<file path="src/rtl/cosh_sched_pkg.sv">
// Shared types and constants for the cosh(x) engine scheduler.
//   XW  : default operand width
//   RW  : default result width
//   WDW : watchdog counter width (limits TMO to 1..255)
//   state_t : scheduler FSM states
package cosh_sched_pkg;

    localparam int XW  = 16;
    localparam int RW  = 32;
    localparam int WDW = 8;

    typedef enum logic [2:0] {
        IDLE,
        LAUNCH,
        WAIT_GO,
        WAIT_DONE,
        DELIVER
    } state_t;

endpackage

</file>
<file path="src/rtl/cosh_scheduler_rr_pick.sv">
// rr_pick: combinational round-robin selector.
//   req : per-client request vector
//   ptr : index with highest priority this round
//   gnt : one-hot grant (all zero when no request)
//   idx : index of the granted client
//   any : at least one request is pending
module rr_pick #(
    parameter int N = 4
) (
    input  logic [N-1:0]         req,
    input  logic [$clog2(N)-1:0] ptr,
    output logic [N-1:0]         gnt,
    output logic [$clog2(N)-1:0] idx,
    output logic                 any
);

    localparam int IW = $clog2(N);

    assign any = |req;

    // Scan from the farthest offset down to offset 0 so the nearest
    // requester at or above ptr (wrapping) is the last, winning, write.
    always_comb begin
        idx = '0;
        for (int k = N - 1; k >= 0; k--) begin
            if (req[(int'(ptr) + k) % N]) begin
                idx = IW'((int'(ptr) + k) % N);
            end
        end
        gnt = '0;
        if (any) begin
            gnt[idx] = 1'b1;
        end
    end

endmodule

</file>
<file path="src/rtl/cosh_scheduler.sv">
// cosh_scheduler: shares one cosh(x) series engine among N requesters.
// Grants round-robin, launches the engine with a one-cycle start pulse,
// follows the engine's ready handshake and returns the result (or a
// watchdog error) to the owner with a one-cycle done pulse.
//
// Ports:
//   clk, rst            clock, asynchronous active-low reset
//   req[N], x_in[N*XW]  client requests and operands
//   ack[N]              one-hot pulse, operand latched
//   done, res, res_id, err   completion pulse, result, owner, timeout flag
//   eng_start, eng_x    engine launch pulse and operand
//   eng_ready, eng_busy, eng_res   engine status and result
//
// state     | meaning
// ----------+-----------------------------------------------------
// IDLE      | waiting for a request while the engine is ready
// LAUNCH    | start pulse and ack to the winner, advance pointer
// WAIT_GO   | waiting for the engine to drop ready
// WAIT_DONE | engine busy, waiting for ready to return
// DELIVER   | done pulse with result or timeout error
module cosh_scheduler #(
    parameter int N   = 4,
    parameter int XW  = cosh_sched_pkg::XW,
    parameter int RW  = cosh_sched_pkg::RW,
    parameter int TMO = 255
) (
    input  logic                 clk,
    input  logic                 rst,
    input  logic [N-1:0]         req,
    input  logic [N*XW-1:0]      x_in,
    output logic [N-1:0]         ack,
    output logic                 done,
    output logic [RW-1:0]        res,
    output logic [$clog2(N)-1:0] res_id,
    output logic                 err,
    output logic                 eng_start,
    output logic [XW-1:0]        eng_x,
    input  logic                 eng_ready,
    input  logic                 eng_busy,
    input  logic [RW-1:0]        eng_res
);

    import cosh_sched_pkg::*;

    localparam int IW = $clog2(N);
    localparam logic [WDW-1:0] TMO_W = WDW'(TMO);

    state_t         state, state_nx;
    logic [IW-1:0]  ptr, ptr_nx;
    logic [IW-1:0]  owner, own_nx;
    logic [WDW-1:0] wd, wd_nx;
    logic [N-1:0]   ack_nx;
    logic           start_nx, done_nx, err_nx;
    logic [XW-1:0]  x_nx;
    logic [RW-1:0]  res_nx;
    logic [IW-1:0]  id_nx;

    logic [N-1:0]   pick_gnt;
    logic [IW-1:0]  pick_idx;
    logic           pick_any;

    // The engine's busy flag is informational; ready alone sequences the job.
    logic unused_busy;
    assign unused_busy = eng_busy;

    rr_pick #(.N(N)) u_pick (
        .req (req),
        .ptr (ptr),
        .gnt (pick_gnt),
        .idx (pick_idx),
        .any (pick_any)
    );

    always_ff @(posedge clk or negedge rst) begin
        if (!rst) begin
            state <= IDLE;
        end else begin
            state <= state_nx;
        end
    end

    always_comb begin
        state_nx = state;
        ptr_nx   = ptr;
        own_nx   = owner;
        wd_nx    = wd;
        ack_nx   = '0;
        start_nx = 1'b0;
        done_nx  = 1'b0;
        x_nx     = eng_x;
        res_nx   = res;
        id_nx    = res_id;
        err_nx   = err;
        case (state)
            IDLE: begin
                // A low eng_ready here means an abandoned job is still draining.
                if (pick_any && eng_ready) begin
                    x_nx     = x_in[int'(pick_idx)*XW +: XW];
                    own_nx   = pick_idx;
                    ack_nx   = pick_gnt;
                    start_nx = 1'b1;
                    state_nx = LAUNCH;
                end
            end
            LAUNCH: begin
                ptr_nx   = (owner == IW'(N - 1)) ? '0 : owner + 1'b1;
                wd_nx    = '0;
                state_nx = WAIT_GO;
            end
            WAIT_GO: begin
                wd_nx = wd + 1'b1;
                if (wd == TMO_W) begin
                    res_nx   = '0;
                    err_nx   = 1'b1;
                    id_nx    = owner;
                    done_nx  = 1'b1;
                    state_nx = DELIVER;
                end else if (!eng_ready) begin
                    state_nx = WAIT_DONE;
                end
            end
            WAIT_DONE: begin
                wd_nx = wd + 1'b1;
                if (eng_ready) begin
                    res_nx   = eng_res;
                    err_nx   = 1'b0;
                    id_nx    = owner;
                    done_nx  = 1'b1;
                    state_nx = DELIVER;
                end else if (wd == TMO_W) begin
                    res_nx   = '0;
                    err_nx   = 1'b1;
                    id_nx    = owner;
                    done_nx  = 1'b1;
                    state_nx = DELIVER;
                end
            end
            DELIVER: begin
                state_nx = IDLE;
            end
            default: begin
                state_nx = IDLE;
            end
        endcase
    end

    always_ff @(posedge clk or negedge rst) begin
        if (!rst) begin
            ptr       <= '0;
            owner     <= '0;
            wd        <= '0;
            ack       <= '0;
            eng_start <= 1'b0;
            done      <= 1'b0;
            eng_x     <= '0;
            res       <= '0;
            res_id    <= '0;
            err       <= 1'b0;
        end else begin
            ptr       <= ptr_nx;
            owner     <= own_nx;
            wd        <= wd_nx;
            ack       <= ack_nx;
            eng_start <= start_nx;
            done      <= done_nx;
            eng_x     <= x_nx;
            res       <= res_nx;
            res_id    <= id_nx;
            err       <= err_nx;
        end
    end

endmodule

</file>
<file path="config.mk">
export PLATFORM = sky130hd
export DESIGN_NAME = cosh_scheduler
export DESIGN_NICKNAME = d
export VERILOG_FILES = /design/src/rtl/cosh_sched_pkg.sv /design/src/rtl/cosh_scheduler_rr_pick.sv /design/src/rtl/cosh_scheduler.sv
export SDC_FILE = /design/constraint.sdc
export NUM_CORES = 1
export LEC_CHECK = 0
export CAP_MARGIN = 0
export CORE_ASPECT_RATIO = 0.9
export CORE_MARGIN = 2
export CORE_UTILIZATION = 44
export DETAILED_ROUTE_END_ITERATION = 16
export PLACE_DENSITY = 0.86
export SLEW_MARGIN = 30
export SYNTH_ARGS = -nofsm -noshare
export SYNTH_HDL_FRONTEND = slang
export SYNTH_SLANG_ARGS = --single-unit
</file>
<file path="constraint.sdc">
create_clock -name clk -period 4.3 [get_ports clk]
set_input_delay 0.43 -clock clk [delete_from_list [all_inputs] [get_ports clk]]
set_output_delay 0.43 -clock clk [all_outputs]
set_load 0.02 [all_outputs]
</file>
# --- Word level (Yosys, flattened, before mapping) ---
# Cells that the tools add are included.
word_totals:
  inputBits: 104
  reg_bits: 72
  elab_cells: 88
  out_inout_bits: 57
classes:
  bitwise_logic: 3
  order_cmp: 6
  reduce_logical: 12
  muxes: 42
  n_eq_ne: 8
  add_sub_neg: 5
  n_shift: 1
ops:
  columns: ["cell", "n"]
  rows:
  - ["2-to-1 mux 32 bit", 2]
  - ["case mux 32 bit (2 select lines)", 1]
  - ["variable part select 64 x 7 -> 16 bit", 1]
  - ["case mux 8 bit (2 select lines)", 1]
  - ["2-to-1 mux 3 bit", 5]
  - ["2-to-1 mux 1 bit", 14]
  - ["2-to-1 mux 2 bit", 7]
  - ["< comparator 3 x 4 -> 1 bit (second input constant)", 3]
  - ["2-to-1 mux 4 bit", 3]
  - ["case mux 3 bit (4 select lines)", 1]
  - ["adder 8 x 1 -> 8 bit (second input constant)", 1]
  - ["binary-select mux 1 bit (select 2 bit)", 4]
  - ["== test 8 bit (second input constant)", 1]
  - ["OR reduction 2 bit", 4]
  - ["== test 3 x 2 -> 1 bit (second input constant)", 2]
  - ["< comparator 2 x 3 -> 1 bit (second input constant)", 2]
  - ["!= test 3 bit (second input constant)", 2]
  - ["adder 2 x 1 -> 2 bit (second input constant)", 2]
  - ["adder 2 bit (second input constant)", 2]
  - ["case mux 1 bit (2 select lines)", 2]
  - ["case mux 2 bit (2 select lines)", 1]
  - ["nonzero test 2 bit", 2]
  - ["OR reduction 4 bit", 1]
  - ["bitwise AND 1 bit (first input constant)", 3]
  - ["other kinds (9)", 10]

# --- Logic depth before layout (Yosys ltp) ---
# Gate-level depths: netlist of the first run.
logic_depth:
  word_depth: 17
  mapped_depth: 7
  ltp_nobuf: 6

# --- By module ---
# From an unflattened synthesis of the first run, not the netlist that was laid out.
unflattened:
  hier_cells: 326
  hier_area_um2: 3677.3
by_module_without_submodules:
  columns: ["module", "area_per_inst_um2", "cells_each", "instances"]
  rows:
  - ["cosh_scheduler", 3465.8, 293, 1]
  - ["rr_pick", 211.5, 33, 1]

# --- Worst setup path before layout of the first run ---
# No wires, ideal clock.
synth_path:
  path_kind: "flip-flop to flip-flop"
  from: "register wd[0]"
  to: "register res_id[0]"
  stages_incl_launch_ff: 7
  path_slack_ns: 2.471
  setup_ns: 0.125
  t_arrival_ns: 1.704
  required_ns: 4.175
  n_path_buf: 0
  cell_sequence: "dfrtp_1 > ha_1 > and3_1 > and4_1 > and3_1 > nor2_4 > mux2_2"
synth_between:
  elab_chain_cells: 4
synth_lines:
  columns: ["element", "line_no", "rtl"]
  rows:
  - ["start: declaration", "cosh_scheduler.sv:51", "logic [WDW-1:0] wd, wd_nx;"]
  - ["start signal: assignment", "cosh_scheduler.sv:162", "wd <= wd_nx;"]
  - ["== test 8 bit (*)", "cosh_scheduler.sv:112, cosh_scheduler.sv:130", null]
  - ["2-to-1 mux 2 bit (*)", null, null]
  - ["2-to-1 mux 2 bit", null, null]
  - ["case mux 2 bit (2 select lines) (*)", null, null]
  - ["end signal: assignment", "cosh_scheduler.sv:168", "res_id <= id_nx;"]
  - ["end: declaration", "cosh_scheduler.sv:34", "output logic [$clog2(N)-1:0] res_id,"]
# Every way passes the cells marked *; elsewhere a longest branch is shown, timed or not.
# A chain may end at the register's enable or synchronous reset.

# --- Worst setup path after layout of the first run ---
layout_path:
  from: "input req[1]"
  to: "register eng_x[1]"
layout_between:
  elab_chain_cells: 8
  word_cells_on_any_way: 19
  cone_classes: "1 x shift; 15 x mux; 3 x reduce/logical"
layout_lines:
  columns: ["element", "line_no", "rtl"]
  rows:
  - ["start: declaration", "cosh_scheduler.sv:29", "input logic [N-1:0] req,"]
  - ["binary-select mux 1 bit (select 2 bit)", "cosh_scheduler_rr_pick.sv:26", "if (req[(int'(ptr) + k) % N]) begin"]
  - ["2-to-1 mux 1 bit (not written as such) (2 in a row)", "cosh_scheduler_rr_pick.sv:26", null]
  - ["2-to-1 mux 2 bit (4 in a row)", "cosh_scheduler_rr_pick.sv:26", null]
  - ["variable part select 64 x 7 -> 16 bit", "cosh_scheduler.sv:98", "x_nx = x_in[int'(pick_idx)*XW +: XW];"]
  - ["end signal: assignment", "cosh_scheduler.sv:166", "eng_x <= x_nx;"]
  - ["end: declaration", "cosh_scheduler.sv:37", "output logic [XW-1:0] eng_x,"]
# Several ways; a longest one is shown, not always the timed one. The select of a mux whose other input is x is not followed.

==> results of run 1 <==
[registers in the layout (all words and copies together) (netlist names)]
| name | cells |
|---|---|
| ack | 4 |
| done | 1 |
| eng_start | 1 |
| eng_x | 16 |
| err | 1 |
| owner | 2 |
| ptr | 2 |
| res | 32 |
| res_id | 2 |
| state | 3 |
| wd | 8 |
[worst max-delay path by stage]
stage | to | slack [ps] | depth (start not counted) | startpoint
floorplan | res_id[0] | 2470 | 6 | wd[0]
global route | eng_x[1] | 1580 | 6 | req[1]
detailed placement | eng_x[0] | 1380 | 6 | req[1]
finish | eng_x[1] | 1750 | 6 | req[1]
global placement | eng_x[1] | 1410 | 6 | req[1]
CTS | eng_x[1] | 1740 | 6 | req[1]
[kinds of logic (layout without fill, tap and decap cells)]
kind of cell,count (synthesis),after routing,share of synthesized area
buffers and inverters,24,185,0.0454
multiplexers,36,36,0.111
adder cells (fa/ha/maj),2,2,0.00763
flip-flops,72,72,0.549
AND/OR/NAND/NOR,65,65,0.0984
AO/OA/AOI/OAI,69,69,0.188
[where the power goes]
part	total [uW]	internal, uW	switching (uW)
registers	1120	952	171
logic	1650	827	822
clock network	575	325	250
total	3350	2100	1240
[routing by layer]
metal / track usage / up-vias
li1: - / 1302
met1: 0.264 / 1385
met2: 0.380 / 114
met3: 0.0685 / 16
met4: 0.0632 / 0
met5: 0 / -
[cell type report]
| class | count | share of cell area |
|---|---|---|
| clock buffers | 10 | 0.0250 |
| clock inverters | 6 | 0.0164 |
| inverters | 7 | 0.00514 |
| multi-input cells | 172 | 0.263 |
| flip-flops and latches | 72 | 0.352 |
| well taps | 93 | 0.0228 |
| repair buffers | 162 | 0.316 |
[cells in the final DEF (no fill, tap or decap), types with 2 or more instances in the layout]
| cell type | n |
|---|---|
| o221ai_1 | 7 |
| a21oi_1 | 3 |
| o21ai_0 | 9 |
| clkinv_2 | 3 |
| nand3_1 | 4 |
| inv_1 | 7 |
| nand4_1 | 2 |
| nor3b_1 | 2 |
| buf_4 | 3 |
| ha_1 | 2 |
| nand2_1 | 29 |
| clkdlybuf4s50_1 | 158 |
| and3_1 | 4 |
| nor2_1 | 10 |
| o31ai_1 | 2 |
| dfrtp_1 | 72 |
| mux2_2 | 4 |
| mux2i_1 | 32 |
| bufinv_16 | 2 |
| nor2b_1 | 2 |
| nor3_1 | 2 |
| nand2b_1 | 3 |
| o221ai_2 | 10 |
| a22o_1 | 32 |
| clkbuf_8 | 9 |
[worst reg2reg max path: cells and delay by family, from the launching register on]
| family | cells | cell delay, ps |
|---|---|---|
| AND/OR/NAND/NOR | 4 | 1300 |
| flip-flops | 1 | 420 |
| multiplexers | 1 | 420 |
| adder cells (fa/ha/maj) | 1 | 250 |
[stage by stage]
| stage | setup WS [ps] | hold slack [ps] | cell area (um2) | utilization |
|---|---|---|---|---|
| final | 1750 | 71.4 | 5110 | 0.715 |
| after global routing | 1580 | 120 | 5110 | 0.715 |
| after CTS | 1740 | 234 | 5110 | 0.715 |
| after detailed placement | 1380 | 478 | 4900 | 0.685 |
| after global placement | 1410 | 468 | 4900 | 0.685 |
| after floorplan | 2470 | 134 | 3280 | - |
==> results.ini, run 1 <==
[outcome]
status = completed

[route]
ant_nets = 0
totalWireLength_um = 8800
first_pass_iters = 5
wl_met3_um = 682
via_per_inst = 5.40
wl_per_cell_um = 16.8
num_vias = 2817
met1_length_um = 3420
top_layer_used = met4
drt_iter0_markers = 87
remaining_drc_errors = 0
route.met2.wl_um = 4560

[floorplanning]
die_w_um = 95
rows = 29
die-area_um2 = 8160
io_pins = 161
fp.dieH_um = 85.9
start_util = 0.459
core_um2 = 7150

[clock_network]
post_cts_buffers = 0
cts_root_buf = clkbuf_8
cts_sinks = 72
htree_num_levels = 3
insertion_delay_ps = 350
hold_buffers = 0
clkTransAtPathRegs_ps = 80
cts_tree = built
cts_resized = 0
clk_path_buf_depth = 2
cts_made_buffers = 9

[worst_setup_path]
r2r-end = res_id[0]
critPathLaunchType = input pin
ff2ff_path_depth = 6
critPathTopFamily = simple AND/OR/NAND/NOR gates
critical_path.cell_chain = clkdlybuf4s50_1 > nor2_1 > a311o_1 > nand2b_4 > nand2b_1 > o221ai_1
r2r_start = wd[0]
crit_path_max_fanout = 23
critPathBufInv = 1
crit_arrival_ps = 2720
path_class = input pin to register
crit_path_end_kind = register
reg2reg_slack_ps = 1800
slowest_delay_ps = 760
cp.required_ps = 4470
slowest_stage = nand2b_1

[logic_synthesis]
ys_warn_count = 0
ys_types = 36
syn_avg_cell_area_um2 = 12.2
netlist_area_um2 = 3280
netlist_top_cells_count = 72 x dfrtp_1, 32 x a22o_1, 32 x mux2i_1, 29 x nand2_1, 11 x nor2_1
synthArstFlopShare = 1.00
synth_flop_cell = dfrtp_1
synth_top_area_share = 0.549
synthTopCellsByArea = dfrtp_1 55%, mux2i_1 9.8%, a22o_1 8.5%, o221ai_2 4.6%, nand2_1 3.3%
ys_ff_latch = 72
yosys.area.top_type = dfrtp_1
synth_edf_count = 0
seq_area_frac_synth = 0.549
syn_nets = 374
yosysMostFrequentCell = dfrtp_1
syn-instance-count = 268

[sta]
drv_slew = 0
fin_setup_tns_ps = 0
finalHoldViolations = 0
rsz0062_at_grt = false
clock.fmax_mhz = 393
finalCriticalPeriod_ps = 2550
worst_pin_slew_ps = 918
min_period_over_period = 0.592
finClkSkew_ps = 13.5
setup_viol = 0
slew_headroom = 0.388

[grt]
grt_pass1_vias = 2820
grt_max_degree = 73
grt_pass1_wl_um = 13800
antenna_found_initial = 0
grt_overflow_total = 0
grt_usage = 0.220

[layout]
fin_cells = 522
drive_gt1_frac = 0.0932
multi_input_comb_area_um2 = 1340
nFillCells = 506
syn2layout_area_growth_pct = 55.9
fin_nets = 530
regArea_um2 = 1800
antenna_cells = 0

[power_and_ir_drop]
irDropWorstVdd_uv = 342
p_leak_uw = 0.00228
power_uw = 3350
p_per_area_nw_per_um2 = 654

[placement]
port_buffers = 159
dp_cells = 506
place.gp.congestion = 0.834
dp_hpwl_um = 6470

[run]
cap_violations = 0

[hold_path]
holdCritPathClass = input pin to async pin

Note: power is estimated with default switching activity, not from simulation.
==> run 2: changes to the inputs <==
Settings changed: CORE_UTILIZATION 44 to 41, PLACE_DENSITY 0.86 to 0.81.
Clock period 4.3 ns to 2.5 ns, I/O delays scaled along.
==> run 2 against run 1 <==
Against the previous run: power is 71% higher; sequential share of layout area is 0.32 points lower; highest routed layer unchanged; critical path depth stayed put; clock power is 58% higher; non-clock buffer count is 6 higher; cell area is 0.93% higher.
==> results.ini, run 2 (synthesis results as in run 1) <==
[outcome]
status = completed

[power_and_ir_drop]
internal-power_uw = 3570
combPwrFrac = 0.505
p_per_area_nw_per_um2 = 1110
p_sw_frac = 0.376
p_leak_uw = 0.00229
switching_power_uw = 2150
irDropWorstVdd_uv = 494
power_frac_clock = 0.159
power.share.sequential = 0.336

[grt]
antenna_found_initial = 0
grt_pass1_wl_um = 13800
grt_usage = 0.201
grt_overflow_total = 0
grt_max_degree = 73
grt_pass1_vias = 2755

[layout]
largest_reg_flops = 32
fin_nets = 536
syn2layout_area_growth_pct = 57.4
regMostFlops = res
final_cell_mix = 158 x clkdlybuf4s50_1, 72 x dfrtp_1, 32 x a22o_1, 32 x mux2i_1, 29 x nand2_1
post-route-util = 0.674
fin_cells = 531
reg.largest.list = res (32), eng_x (16), wd (8)
drive_gt1_frac = 0.103
antenna_cells = 0
final_common_cell = clkdlybuf4s50_1

[route]
met1_length_um = 3620
ant_nets = 0
remaining_drc_errors = 0
route.met2.wl_um = 4550
wl_met3_um = 456
drt_iter0_markers = 119
num_vias = 2778
first_pass_iters = 4
wl_per_cell_um = 16.5
top_layer_used = met4
via_per_inst = 5.23
totalWireLength_um = 8750

[clock_network]
cts_resized = 0
insertion_delay_ps = 350
clkTransAtPathRegs_ps = 80
cts_tree = built
htree_num_levels = 3
cts_sinks = 72
post_cts_buffers = 0
cts_root_buf = clkbuf_8
cts_made_buffers = 9
clk_path_buf_depth = 2

[sta]
min_period_over_period = 0.838
worst_pin_slew_ps = 839
slew_headroom = 0.441
finalCriticalPeriod_ps = 2100
clock.fmax_mhz = 477
rsz0062_at_grt = false
setup_viol = 0
fin_setup_tns_ps = 0
drv_slew = 0
finClkSkew_ps = 11.4
finalHoldViolations = 0

[floorplanning]
fp.dieH_um = 88.8
start_util = 0.428
core_um2 = 7660
io_pins = 161
rows = 30
die_w_um = 98.3
die-area_um2 = 8730

[run]
cap_violations = 0

[hold_path]
holdCritPathClass = input pin to async pin

[placement]
dp_cells = 514
dp_hpwl_um = 6500
port_buffers = 159
place.gp.congestion = 0.790

[worst_setup_path]
critPathLaunchType = input pin
path_class = input pin to register
crit_arrival_ps = 2290
cp.required_ps = 2690
crit_path_end_kind = register
crit_path_max_fanout = 17

[run 2: cell types whose count changed in the layout (fill, tap and decap cells not counted), sizes merged]
cell         change
buf              +5
bufinv           -1
clkinv           -3
clkinvlp         +2
dlygate4sd3      +1
inv              +2
[run 2: worst paths after layout]
kind / startpoint / to / slack (ps) / depth (start not counted)
min in group clk: state[2] / state[0] / 480 / 1
max in group asynchronous: rst / state[2] / 1590 / 2
max: req[3] / eng_x[4] / 400 / 6
max reg2reg: ptr[1] / eng_x[4] / 480 / 5
min reg2reg: state[2] / state[0] / 480 / 1
min: rst / eng_x[13] / 460 / 2
[run 2: metal layers]
metal | up-vias | global-route usage
met4 | 0 | 0.0598
met3 | 11 | 0.0585
met2 | 82 | 0.337
met5 | - | 0
li1 | 1321 | -
met1 | 1364 | 0.259
[run 2: critical path: stages]
cell and delay [ps]:
clkdlybuf4s50_1 460, nor2_1 250, a311o_1 230, nand2b_4 200, or2_1 680, o221ai_1 210
[run 2: repair_timing]
action | 4_1_cts | 5_1_grt
endpoints found under the setup margin | 0 | 0
endpoints found under the hold margin | 0 | 72
hold buffers | 0 | 1
[run 2: power by group through the flow]
stage / Clock [uW] / Combinational (uW) / Sequential [uW]
2_1_floorplan: 0 / 1190 / 2390
3_3_place_gp: 0 / 2850 / 1920
3_5_place_dp: 0 / 2900 / 1940
4_1_cts: 929 / 2930 / 1920
5_1_grt: 989 / 3100 / 1990
6_report: 907 / 2890 / 1920
[run 2: per-stage QoR]
stage	cell area [um2]	hold WS, ps	power, uW	setup WS (ps)
after floorplan	3280	-45.6	3570	671
after global placement	4950	424	4760	87.3
after detailed placement	4950	433	4840	44.0
after CTS	5150	53.0	5780	428
after global routing	5160	504	6090	237
final	5160	456	5720	405
[run 2: layout make-up]
cell class,count,area [um2]
Sequential cell,72,1800
Clock buffer,10,128
Multi-Input combinational cell,172,1340
Timing Repair Buffer,168,1680
Fill cell,588,2500
Clock inverter,6,67.6
Inverter,7,26.3
Tap cell,96,120
